===== src/rtl/seq_prio_enc_pkg.sv =====
// Shared types and helpers for seq_prio_encoder: FSM state encoding, popcount
// and a direction-selectable priority index over a zero-extended vector.
package seq_prio_enc_pkg;

    typedef logic [0:0] state_t;

    localparam state_t IDLE = 1'b0;
    localparam state_t BUSY = 1'b1;

    // Widest request vector the helpers support; callers zero-extend into this.
    localparam int MAX_N = 256;

    function automatic int popcount(input logic [MAX_N-1:0] vec);
        int cnt;
        cnt = 0;
        for (int i = 0; i < MAX_N; i++) begin
            if (vec[i]) cnt++;
        end
        return cnt;
    endfunction

    // Index of the lowest set bit, or the highest when msb_first is set; 0 for an empty vector.
    function automatic int prio_index(input logic [MAX_N-1:0] vec, input logic msb_first);
        int idx;
        idx = 0;
        if (msb_first) begin
            for (int i = 0; i < MAX_N; i++) begin
                if (vec[i]) idx = i;
            end
        end else begin
            for (int i = MAX_N - 1; i >= 0; i--) begin
                if (vec[i]) idx = i;
            end
        end
        return idx;
    endfunction

endpackage


===== src/rtl/seq_prio_encoder_prio_idx.sv =====
// Combinational N-to-W priority encoder with a run-time direction select.
module prio_idx
    import seq_prio_enc_pkg::*;
#(
    parameter int N = 8,
    localparam int W = $clog2(N)
) (
    input  logic [N-1:0] vec,
    input  logic         msb_first,
    output logic [W-1:0] idx
);

    logic [MAX_N-1:0] ext;
    int               sel;

    always_comb begin
        ext        = '0;
        ext[N-1:0] = vec;
        sel        = prio_index(ext, msb_first);
        idx        = W'(sel);
    end

endmodule


===== src/rtl/seq_prio_encoder.sv =====
// Registered sequential priority encoder: stores a request vector and emits the index
// of each set bit in priority order. Optional zero-vector beat: SEQ_PRIO_ENC_ZERO_BEAT_EN.
module seq_prio_encoder
    import seq_prio_enc_pkg::*;
#(
    parameter int N         = 8,
    parameter int MSB_FIRST = 0,
    localparam int W        = $clog2(N)
) (
    input  logic         clk,
    input  logic         rst,
    input  logic         en,
    input  logic         flush,
    input  logic         in_valid,
    input  logic [N-1:0] a,
    output logic         in_ready,
    output logic         out_valid,
    input  logic         out_ready,
    output logic [W-1:0] out_idx,
    output logic         out_last,
    output logic [W:0]   out_cnt
`ifdef SEQ_PRIO_ENC_ZERO_BEAT_EN
    ,
    output logic         out_zero
`endif
);

    state_t           state;
    logic [N-1:0]     pend;
    logic [N-1:0]     clr_mask;
    logic [MAX_N-1:0] a_ext;
    logic [MAX_N-1:0] pend_ext;
    int               a_pop;
    int               pend_pop;
    logic             accept;
    logic             beat;

    prio_idx #(.N(N)) u_prio_idx (
        .vec       (pend),
        .msb_first (MSB_FIRST != 0),
        .idx       (out_idx)
    );

    always_comb begin
        a_ext             = '0;
        a_ext[N-1:0]      = a;
        pend_ext          = '0;
        pend_ext[N-1:0]   = pend;
        a_pop             = popcount(a_ext);
        pend_pop          = popcount(pend_ext);
        clr_mask          = '0;
        clr_mask[out_idx] = 1'b1;
    end

    // Holding rst and flush out of in_ready keeps an upstream producer from seeing a false accept.
    assign in_ready  = (state == IDLE) && en && !flush && !rst;
    assign out_valid = (state == BUSY);
    assign accept    = in_valid && in_ready;
    assign beat      = out_valid && out_ready;

`ifdef SEQ_PRIO_ENC_ZERO_BEAT_EN
    logic pend_zero;
    assign pend_zero = (pend == '0);
    assign out_zero  = (state == BUSY) && pend_zero;
    assign out_last  = (state == BUSY) && ((pend_pop == 1) || pend_zero);
`else
    assign out_last  = (state == BUSY) && (pend_pop == 1);
`endif

    always_ff @(posedge clk or posedge rst) begin
        if (rst) begin
            state   <= IDLE;
            pend    <= '0;
            out_cnt <= '0;
        end else if (flush) begin
            state <= IDLE;
            pend  <= '0;
        end else begin
            case (state)
                IDLE: begin
                    if (accept) begin
                        pend    <= a;
                        out_cnt <= (W+1)'(a_pop);
`ifdef SEQ_PRIO_ENC_ZERO_BEAT_EN
                        state   <= BUSY;
`else
                        if (a != '0) state <= BUSY;
`endif
                    end
                end
                BUSY: begin
                    if (beat) begin
                        pend <= pend & ~clr_mask;
                        if (out_last) state <= IDLE;
                    end
                end
                default: state <= IDLE;
            endcase
        end
    end

endmodule


===== config.mk =====
export PLATFORM = sky130hd
export DESIGN_NAME = seq_prio_encoder
export DESIGN_NICKNAME = d
export VERILOG_FILES = /design/src/rtl/seq_prio_enc_pkg.sv /design/src/rtl/seq_prio_encoder_prio_idx.sv /design/src/rtl/seq_prio_encoder.sv
export SDC_FILE = /design/constraint.sdc
export NUM_CORES = 1
export LEC_CHECK = 0
export ABC_AREA = 1
export CAP_MARGIN = 0
export CELL_PAD_IN_SITES_DETAIL_PLACEMENT = 1
export CELL_PAD_IN_SITES_GLOBAL_PLACEMENT = 2
export CORE_ASPECT_RATIO = 0.8
export CORE_MARGIN = 8
export CORE_UTILIZATION = 33
export CTS_CLUSTER_DIAMETER = 50
export CTS_CLUSTER_SIZE = 10
export DETAILED_ROUTE_END_ITERATION = 7
export PLACE_DENSITY_LB_ADDON = 0.3
export SYNTH_ARGS = -nofsm -noshare
export SYNTH_HDL_FRONTEND = slang
export SYNTH_SLANG_ARGS = --single-unit
export TNS_END_PERCENT = 10

===== constraint.sdc =====
create_clock -name clk -period 10 [get_ports clk]
set_input_delay 2.5 -clock clk [delete_from_list [all_inputs] [get_ports clk]]
set_output_delay 2.5 -clock clk [all_outputs]
set_load 0.05 [all_outputs]

## Word-level counts from Yosys, hierarchy flattened

Cells that the tools add are included.

- Bits in registers: 13
- Output and inout bits: 10

- Add/subtract/negate cells: 14
- $lt $le $gt $ge: 2
- Eq/ne operators: 3
- Mux-type cells: 36
- Bitwise logic cells: 4
- Reductions and logical operators: 12

Operators by type and width:

| kind | count |
|---|---|
| $add 32x2->32 const B | 7 |
| $mux 32 | 7 |
| $eq 32x2->1 const B | 1 |
| $mux 4 | 7 |
| $add 4x2->4 const B | 6 |
| $mux 3 | 8 |
| $mux 8 | 3 |
| $pmux 8 s2 | 1 |
| $and 8x8->8 | 1 |
| $mux 1 | 8 |
| $not 8->8 | 1 |
| $reduce_bool 8->1 | 1 |
| $logic_and 1x1->1 | 7 |
| $lt 3x4->1 const B | 1 |
| $demux 1 s3 | 1 |
| $ge 3x1->1 const B | 1 |
| $ne 3x2->1 const B | 1 |
| $ne 3x3->1 const B | 1 |
| $reduce_and 3->1 | 1 |
| $add 1x1->2 const B | 1 |
| $logic_not 1->1 | 2 |
| $not 1->1 | 2 |
| $pmux 1 s2 | 1 |
| $reduce_and 2->1 | 1 |

## Logic depth before layout (Yosys ltp)

Gate-level depths: netlist of run 1.

- Depth in word-level cells: 21
- Gate-level depth with buffers: 29
- Gate-level depth less buffers: 29

## Modules after synthesis

Synthesis of run 1 repeated with hierarchy kept, for this count alone.

- Cell total of the unflattened synthesis: 322
- Area, all modules: 1943.1 um^2

By module, submodules not included:

| module | times used | cells an instance | area an instance (um^2) |
|---|---|---|---|
| seq_prio_encoder | 1 | 284 | 1794.2 |
| prio_idx | 1 | 38 | 148.9 |

## Least setup slack after synthesis of run 1

No wires, ideal clock.

- Path kind: flip-flop to output port
- Start: register pend[0]
- End: output port out_last
- Data arrival time: 4464 ps
- Path slack: 3036 ps
- Cell stages (with the launch flop): 28
- Buffers on the path: 0
- Cells stage by stage: dfrtp_1 inv_1 ha_1 inv_1 nand2_4 nand2_1 inv_1 ha_1 nand2_1 nand2_1 ha_1 or2_1 nand2_1 inv_1 ha_1 nand2_1 nand2_2 ha_1 nand2_1 a21boi_2 inv_1 ha_1 or2_2 nand2_1 inv_2 nor2_2 nand2_1 nor2_1

- Longest elaborated chain between the ends: 17

Ends and longest elaborated chain:

| element | RTL line | RTL |
|---|---|---|
| start: declaration | seq_prio_encoder.sv:29 | `logic [N-1:0] pend;` |
| start signal: assignment | seq_prio_encoder.sv:93 | `pend <= pend & ~clr_mask;` |
| $mux 1 (*) | seq_prio_enc_pkg.sv:17 | `if (vec[i]) cnt++;` |
| $add 32x2->32 | seq_prio_enc_pkg.sv:17 |  |
| $mux 32 (*) | seq_prio_enc_pkg.sv:17 |  |
| $add 32x2->32 | seq_prio_enc_pkg.sv:17 |  |
| $mux 32 (*) | seq_prio_enc_pkg.sv:17 |  |
| $add 32x2->32 | seq_prio_enc_pkg.sv:17 |  |
| $mux 32 (*) | seq_prio_enc_pkg.sv:17 |  |
| $add 32x2->32 | seq_prio_enc_pkg.sv:17 |  |
| $mux 32 (*) | seq_prio_enc_pkg.sv:17 |  |
| $add 32x2->32 | seq_prio_enc_pkg.sv:17 |  |
| $mux 32 (*) | seq_prio_enc_pkg.sv:17 |  |
| $add 32x2->32 | seq_prio_enc_pkg.sv:17 |  |
| $mux 32 (*) | seq_prio_enc_pkg.sv:17 |  |
| $add 32x2->32 | seq_prio_enc_pkg.sv:17 |  |
| $mux 32 (*) | seq_prio_enc_pkg.sv:17 |  |
| $eq 32x2->1 (*) | seq_prio_encoder.sv:67 | `assign out_last = (state == BUSY) && (pend_pop == 1);` |
| $logic_and 1x1->1 (*) | seq_prio_encoder.sv:67 |  |
| end: declaration | seq_prio_encoder.sv:20 | `output logic out_last,` |

Every way passes the cells marked *; elsewhere a longest branch is shown, timed or not.

## Final worst setup path of run 1

Same ends and word-level chain as after synthesis.

==> metrics.txt, run 1 <==
outcome complete, no violations; first-pass GRT wire length slightly below 9000 µm; Post-layout nets 349; register bit total from synthesis 13; Crit path required time between 7 and 8 ns; routability cong. 0.823; Max Cap Violations 0; register area 325 µm²; endpoints failing setup 0; Post-Synthesis Cells 293; Worst Tran Pin Value 0.520 ns; Crit-path slowest cell clkdlybuf4s50_1; pre-CTS WS 2.46 ns; DIE AREA between 8000 and 9000 µm²; port buffer count 23; Die Ht ~83 µm; Post-CTS Setup Bufs 0; CTS HTree Levels 1; final hold viol count 0; WP data arrival 5.26 ns; 1st-pass router iterations 4; met3 WL 176 µm; post-layout util 0.411; Core ar. 5470 µm²; top_reg_cell synth dfrtp_1; Sum Neg Setup Slack 0 ns; Total GRT Usage 0.124; initial antenna violation count 0; worst hold-check path type reg -> reg; Final Slew Violations 0; Final Total Pwr about 0.00034 W; dpl hpwl 4360 µm; via count 1854; TritonCTS clock tree yes; Synth area leaders nand2_1 18%, dfrtp_1 17%, ha_1 10%; Met1 Wirelength 2730 µm; Post-Syn Area 1880 µm²; Inst Count DP 393; vias in the first global route 1913; CP startpoint kind register; Max Used Layer met4; remaining antenna violation count 0; RSZ-0062 raised after global routing no; crit-path max FO 4; Setup WS post-layout about 2.2 ns; Final Non-Filler Cells slightly below 400; post-synth top area cell nand2_1; multi-input logic area between 1000 and 1500 µm²; Antenna Cells 0; maximum vdd ir drop 80.2 µV; CTS Hold Bufs 0; Area growth, synth to finish 19.6%; Achievable Freq about 0.13 GHz; clk_lat worst skew 0.25 ns; slew margin rel. 0.652; wire length per cell 12.5 µm; Rows 24; CTS Buf Count 3; Die Wd 100 µm; Worst path max stage delay just over 0.8 ns; clock slew at reported path FFs 0.06 ns; share of cells above drive strength 1 0.176; drt drc 0; Synth top area share 0.180; Initial Utilization 0.344; CP endpoint kind primary output; post-synth net total 322; most common library cells after synthesis 90 x nand2_1, 49 x inv_1, 19 x nand3_1; Async SR Flop Fraction 1.00; fillcell total 754; Iter 0 DRT Violations 37; Bufs on Longest Clock Path 2; synth warn 0; crit share post-route 0.776; Lkg Pwr 1.24 nW; largest net degree at the start of global routing 15; Routed WL 4960 µm; PostCTS Resize Cnt 0; # IOs 24; power per cell area 151 nW/µm²; Synth Area per Inst 6.41 µm²; EDFF count, synth 0; sequential-to-total area share from yosys stat 0.173; Crit path top cell by count nand2_1; DR WL met2 ~2000 µm; Crit Path Class reg -> out; Final min period approximately 7.8 ns; Unique masters post-synth 35; most frequent cell after synthesis nand2_1; GRT overflow 0; clock sink total 13; Max Clock Skew between 0.001 and 0.0015 ns; clk root buf clkbuf_8; via/cell ratio 4.67
==> metal layers <==
metal | vias to the layer above | global-route usage
li1 | 982 | -
met1 | 850 | 0.181
met2 | 20 | 0.184
met3 | 2 | 0.0308
met4 | 0 | 0.00822
met5 | - | 0
==> final cells by class <==
cell class | instances | share of cell area
tap | 78 | 0.0434
inverter | 58 | 0.0968
clock buffer | 4 | 0.0200
multi-input combinational | 221 | 0.593
timing repair buffer | 23 | 0.102
sequential | 13 | 0.145
==> path summary, 6_finish.rpt <==
kind	startpoint	endpoint	slack (ns)	cells after the start
setup reg to reg	pend[0]$_DFFE_PP0P_	out_valid$_DFF_PP0_	5.64	28
hold reg to reg	out_cnt[3]$_DFFE_PP0P_	out_cnt[3]$_DFFE_PP0P_	0.48	2
max in group asynchronous	rst	pend[1]$_DFFE_PP0P_	7.03	2
min in group asynchronous	rst	out_valid$_DFF_PP0_	2.62	2
setup / recovery	pend[0]$_DFFE_PP0P_	out_last	2.24	28
hold / removal	out_cnt[3]$_DFFE_PP0P_	out_cnt[3]$_DFFE_PP0P_	0.48	2
==> per-stage QoR <==
| stage | hold WS (ns) | area, µm² |
|---|---|---|
| 2_1_floorplan | 0.591 | 1880 |
| 3_3_place_gp | 0.471 | 2200 |
| 3_5_place_dp | 0.476 | 2200 |
| 4_1_cts | 0.490 | 2250 |
| 5_1_grt | 0.531 | 2250 |
| 6_report | 0.483 | 2250 |
==> state kept, by name, indices dropped and copies added (netlist names) <==
name and cells:
out_valid 1, pend 8, out_cnt 4
==> power by group <==
part / internal, W / total (W) / leakage, nW / switching [W]
clock: 0.0000282 / 0.0000485 / 0.0228 / 0.0000203
sequential: 0.0000614 / 0.0000710 / 0.164 / 0.00000958
combinational: 0.0000784 / 0.000219 / 1.05 / 0.000141
total: 0.000168 / 0.000339 / 1.24 / 0.000171
==> cells by family (layout without fill, tap and decap cells) <==
kind of cell    after synthesis  in the layout  synth area share
fa+ha+maj                    15             15            0.0999
compound gates               33             33             0.122
flops                        13             13             0.173
simple gates                170            170             0.469
buf+inv                      59             85             0.118
xor+xnor                      3              3            0.0180
==> critical path, delay by kind of cell, from the launching register on <==
| kind | cells | cell delay [ns] |
|---|---|---|
| fa+ha+maj | 6 | 1.69 |
| flops | 1 | 0.39 |
| simple gates | 14 | 1.49 |
| compound gates | 1 | 0.20 |
| buf+inv | 7 | 1.23 |
==> cell usage in the layout (no fill, tap or decap), types with 7 or more instances in the layout <==
cell	n
nand2_1	90
inv_1	49
clkdlybuf4s50_1	23
nand3_1	19
nor2_1	15
ha_1	15
nand2_2	14
dfrtp_1	13
nand3_2	9
inv_2	9
nand2_4	7
(Power assumes the default switching activity.)
==> inputs of run 2 (changes only) <==
--- a/config.mk
+++ b/config.mk
@@ -11,7 +11,7 @@
 export CELL_PAD_IN_SITES_GLOBAL_PLACEMENT = 2
 export CORE_ASPECT_RATIO = 0.8
 export CORE_MARGIN = 8
-export CORE_UTILIZATION = 33
+export CORE_UTILIZATION = 30
 export CTS_CLUSTER_DIAMETER = 50
 export CTS_CLUSTER_SIZE = 10
 export DETAILED_ROUTE_END_ITERATION = 7
==> constraint.sdc (replaced) <==
create_clock -name clk -period 7.2 [get_ports clk]
set_input_delay 1.8 -clock clk [delete_from_list [all_inputs] [get_ports clk]]
set_output_delay 1.8 -clock clk [all_outputs]
set_load 0.05 [all_outputs]
==> run 2 against run 1 <==
Combinational power grew 39%. Flip-flop and latch count is the same. Critical path depth is the same. Clock power grew 39%. Wire length grew 3.6%. Sequential share of layout area is essentially flat. Register-to-register slack lost 2.8 ns. Sequential power grew 41%. Clock skew grew 0.0038 ns. Final area grew 0.28%. Non-clock buffer count is the same. Cell count grew 0.76%.
==> metrics.txt, run 2 (synthesis results as in run 1) <==
Crit Path Class reg -> out; multi-input logic area 1330 µm² (unchanged); via count 1852 (-0.11%); Iter 0 DRT Violations 49 (+32%); port buffer count 23 (unchanged); Final min period about 6.7 ns; Post-CTS Setup Bufs 0 (unchanged); CTS Buf Count 3 (unchanged); R2R depth 28 (unchanged); Crit-path slowest cell dlymetal6s2s_1; Inst Count DP 396 (+0.76%); clk root buf clkbuf_8; commonest non-fill, non-tap cell in the layout nand2_1; GRT overflow 0 (unchanged); FF-to-FF Start pend[0]$_DFFE_PP0P_; Die Ht 86.8 µm (+3.9%); wire length per cell 12.8 µm (+2.8%); Max Clock Skew 0.00518 ns (+0.00384 ns); Worst Tran Pin Value 0.508 ns (-0.0121 ns); Worst path max stage delay 0.43 ns (-0.39 ns); Bufs on Longest Clock Path 2 (unchanged); Initial Utilization 0.315 (-0.0293); largest net degree at the start of global routing 15 (unchanged); Final Slew Violations 0 (unchanged); Sum Neg Setup Slack 0 ns (unchanged); via/cell ratio 4.63 (-0.86%); clock slew at reported path FFs 0.06 ns (about the same); DIE AREA 9070 µm² (+8.2%); Core ar. 5970 µm² (+9.3%); top cell family by delay on the critical path adder cells; Crit path required time 5.40 ns (-2.10 ns); Rows 25 (+4.2%); Met1 Wirelength 2950 µm (+7.9%); initial antenna violation count 0 (unchanged); dpl hpwl 4430 µm (+1.4%); WP data arrival 4.88 ns (-0.38 ns); Routed WL 5140 µm (+3.6%); register area 325 µm² (unchanged); worst hold-check path type reg -> reg; largest reg by FF count pend; # IOs 24 (unchanged); clock sink total 13 (unchanged); TritonCTS clock tree yes; routability cong. 0.746 (-9.3%); WP buf/inv 7 (unchanged); Max Cap Violations 0 (unchanged); FF-to-FF End out_valid$_DFF_PP0_; fillcell total 785 (+4.1%); Total GRT Usage 0.120 (-0.00404); Crit path top cell by count nand2_1; CP endpoint kind primary output; Max Used Layer met4; outcome complete, no violations; CTS HTree Levels 1 (unchanged); met3 WL 238 µm (+35%); endpoints failing setup 0 (unchanged); power per cell area 209 nW/µm² (+39%); final hold viol count 0 (unchanged); remaining antenna violation count 0 (unchanged); RSZ-0062 raised after global routing no; clk_lat worst skew 0.24 ns (about the same); setup slack, reg-to-reg 2.81 ns (-2.83 ns); crit share post-route 0.928; Largest register FFs 8 (unchanged); vias in the first global route 1977 (+3.3%); commonest cells after routing, fill and taps aside 90 x nand2_1, 49 x inv_1, 22 x clkdlybuf4s50_1; drt drc 0 (unchanged); Achievable Freq ~0.15 GHz; maximum vdd ir drop 170 µV (+110%); crit-path max FO 4 (unchanged); CP startpoint kind register; hold path cells 2 (unchanged); slew margin rel. 0.661 (+0.00811); 1st-pass router iterations 4 (unchanged); Area growth, synth to finish 20.0%; first-pass GRT wire length 9200 µm (+4.9%); share of cells above drive strength 1 0.176 (unchanged); hold endpoint out_cnt[3]$_DFFE_PP0P_; DR WL met2 1940 µm (-5.2%); Final Non-Filler Cells 400 (+0.76%); hold wc startpoint out_cnt[3]$_DFFE_PP0P_; Lkg Pwr 1.26 nW (+1.5%); Die Wd 104 µm (+4.1%); Antenna Cells 0 (unchanged); Post-layout nets 349 (unchanged)
-- run 2: cell types whose count changed in the layout (fill, tap and decap cells not counted) --
cell	before	now
clkdlybuf4s50_1	23	22
dlymetal6s2s_1	0	1
-- run 2: power by group --
group           total, W  internal (W)  switching (W)
Clock          0.0000672     0.0000391      0.0000281
Combinational   0.000304      0.000109       0.000196
Sequential     0.0000998     0.0000853      0.0000145
Total           0.000472      0.000233       0.000238
-- run 2: worst reg2reg max path, delay by kind of cell (launching register included) --
family | cells | cell delay [ns]
adders and majority gates | 6 | 1.68
and+or+nand+nor | 14 | 1.53
buffers and inverters | 7 | 0.46
DFF | 1 | 0.40
AOI/OAI and AO/OA | 1 | 0.19
-- run 2: worst max path at each step --
stage | startpoint | endpoint | slack, ns | cells past startpoint
finish | pend[0]$_DFFE_PP0P_ | out_last | 0.52 | 28
detailed placement | pend[0]$_DFFE_PP0P_ | out_last | 0.40 | 28
CTS | pend[0]$_DFFE_PP0P_ | out_last | 0.1 | 28
global route | pend[0]$_DFFE_PP0P_ | out_last | 0.18 | 28
global placement | pend[0]$_DFFE_PP0P_ | out_last | 0.53 | 28
floorplan | pend[0]$_DFFE_PP0P_ | out_last | 0.94 | 27
-- run 2: repair_timing --
action	in CTS	in global routing
gates resized for setup	0	1
hold endpoints to repair	0	0
hold buffers	0	0
setup endpoints to repair	0	1
-- run 2: layer usage --
metal | track usage | up-vias
li1 | - | 987
met1 | 0.176 | 834
met2 | 0.177 | 29
met3 | 0.0282 | 2
met4 | 0.0118 | 0
met5 | 0 | -
-- run 2: metrics by stage --
step	utilization	hold slack (ns)	total power, W	worst slack, ns	cell area (µm²)
2_1_floorplan	-	0.591	0.000331	0.936	1880
3_3_place_gp	0.369	0.479	0.000405	0.525	2210
3_5_place_dp	0.369	0.478	0.000409	0.396	2210
4_1_cts	0.377	0.500	0.000478	0.0966	2250
5_1_grt	0.377	0.523	0.000522	0.178	2250
6_report	0.377	0.499	0.000472	0.519	2250
-- run 2: final cells by class --
type	instances	area share
Sequential cell	13	0.144
Inverter	58	0.0966
Tap cell	81	0.0450
Timing Repair Buffer	23	0.103
Clock buffer	4	0.0200
Multi-Input combinational cell	221	0.591
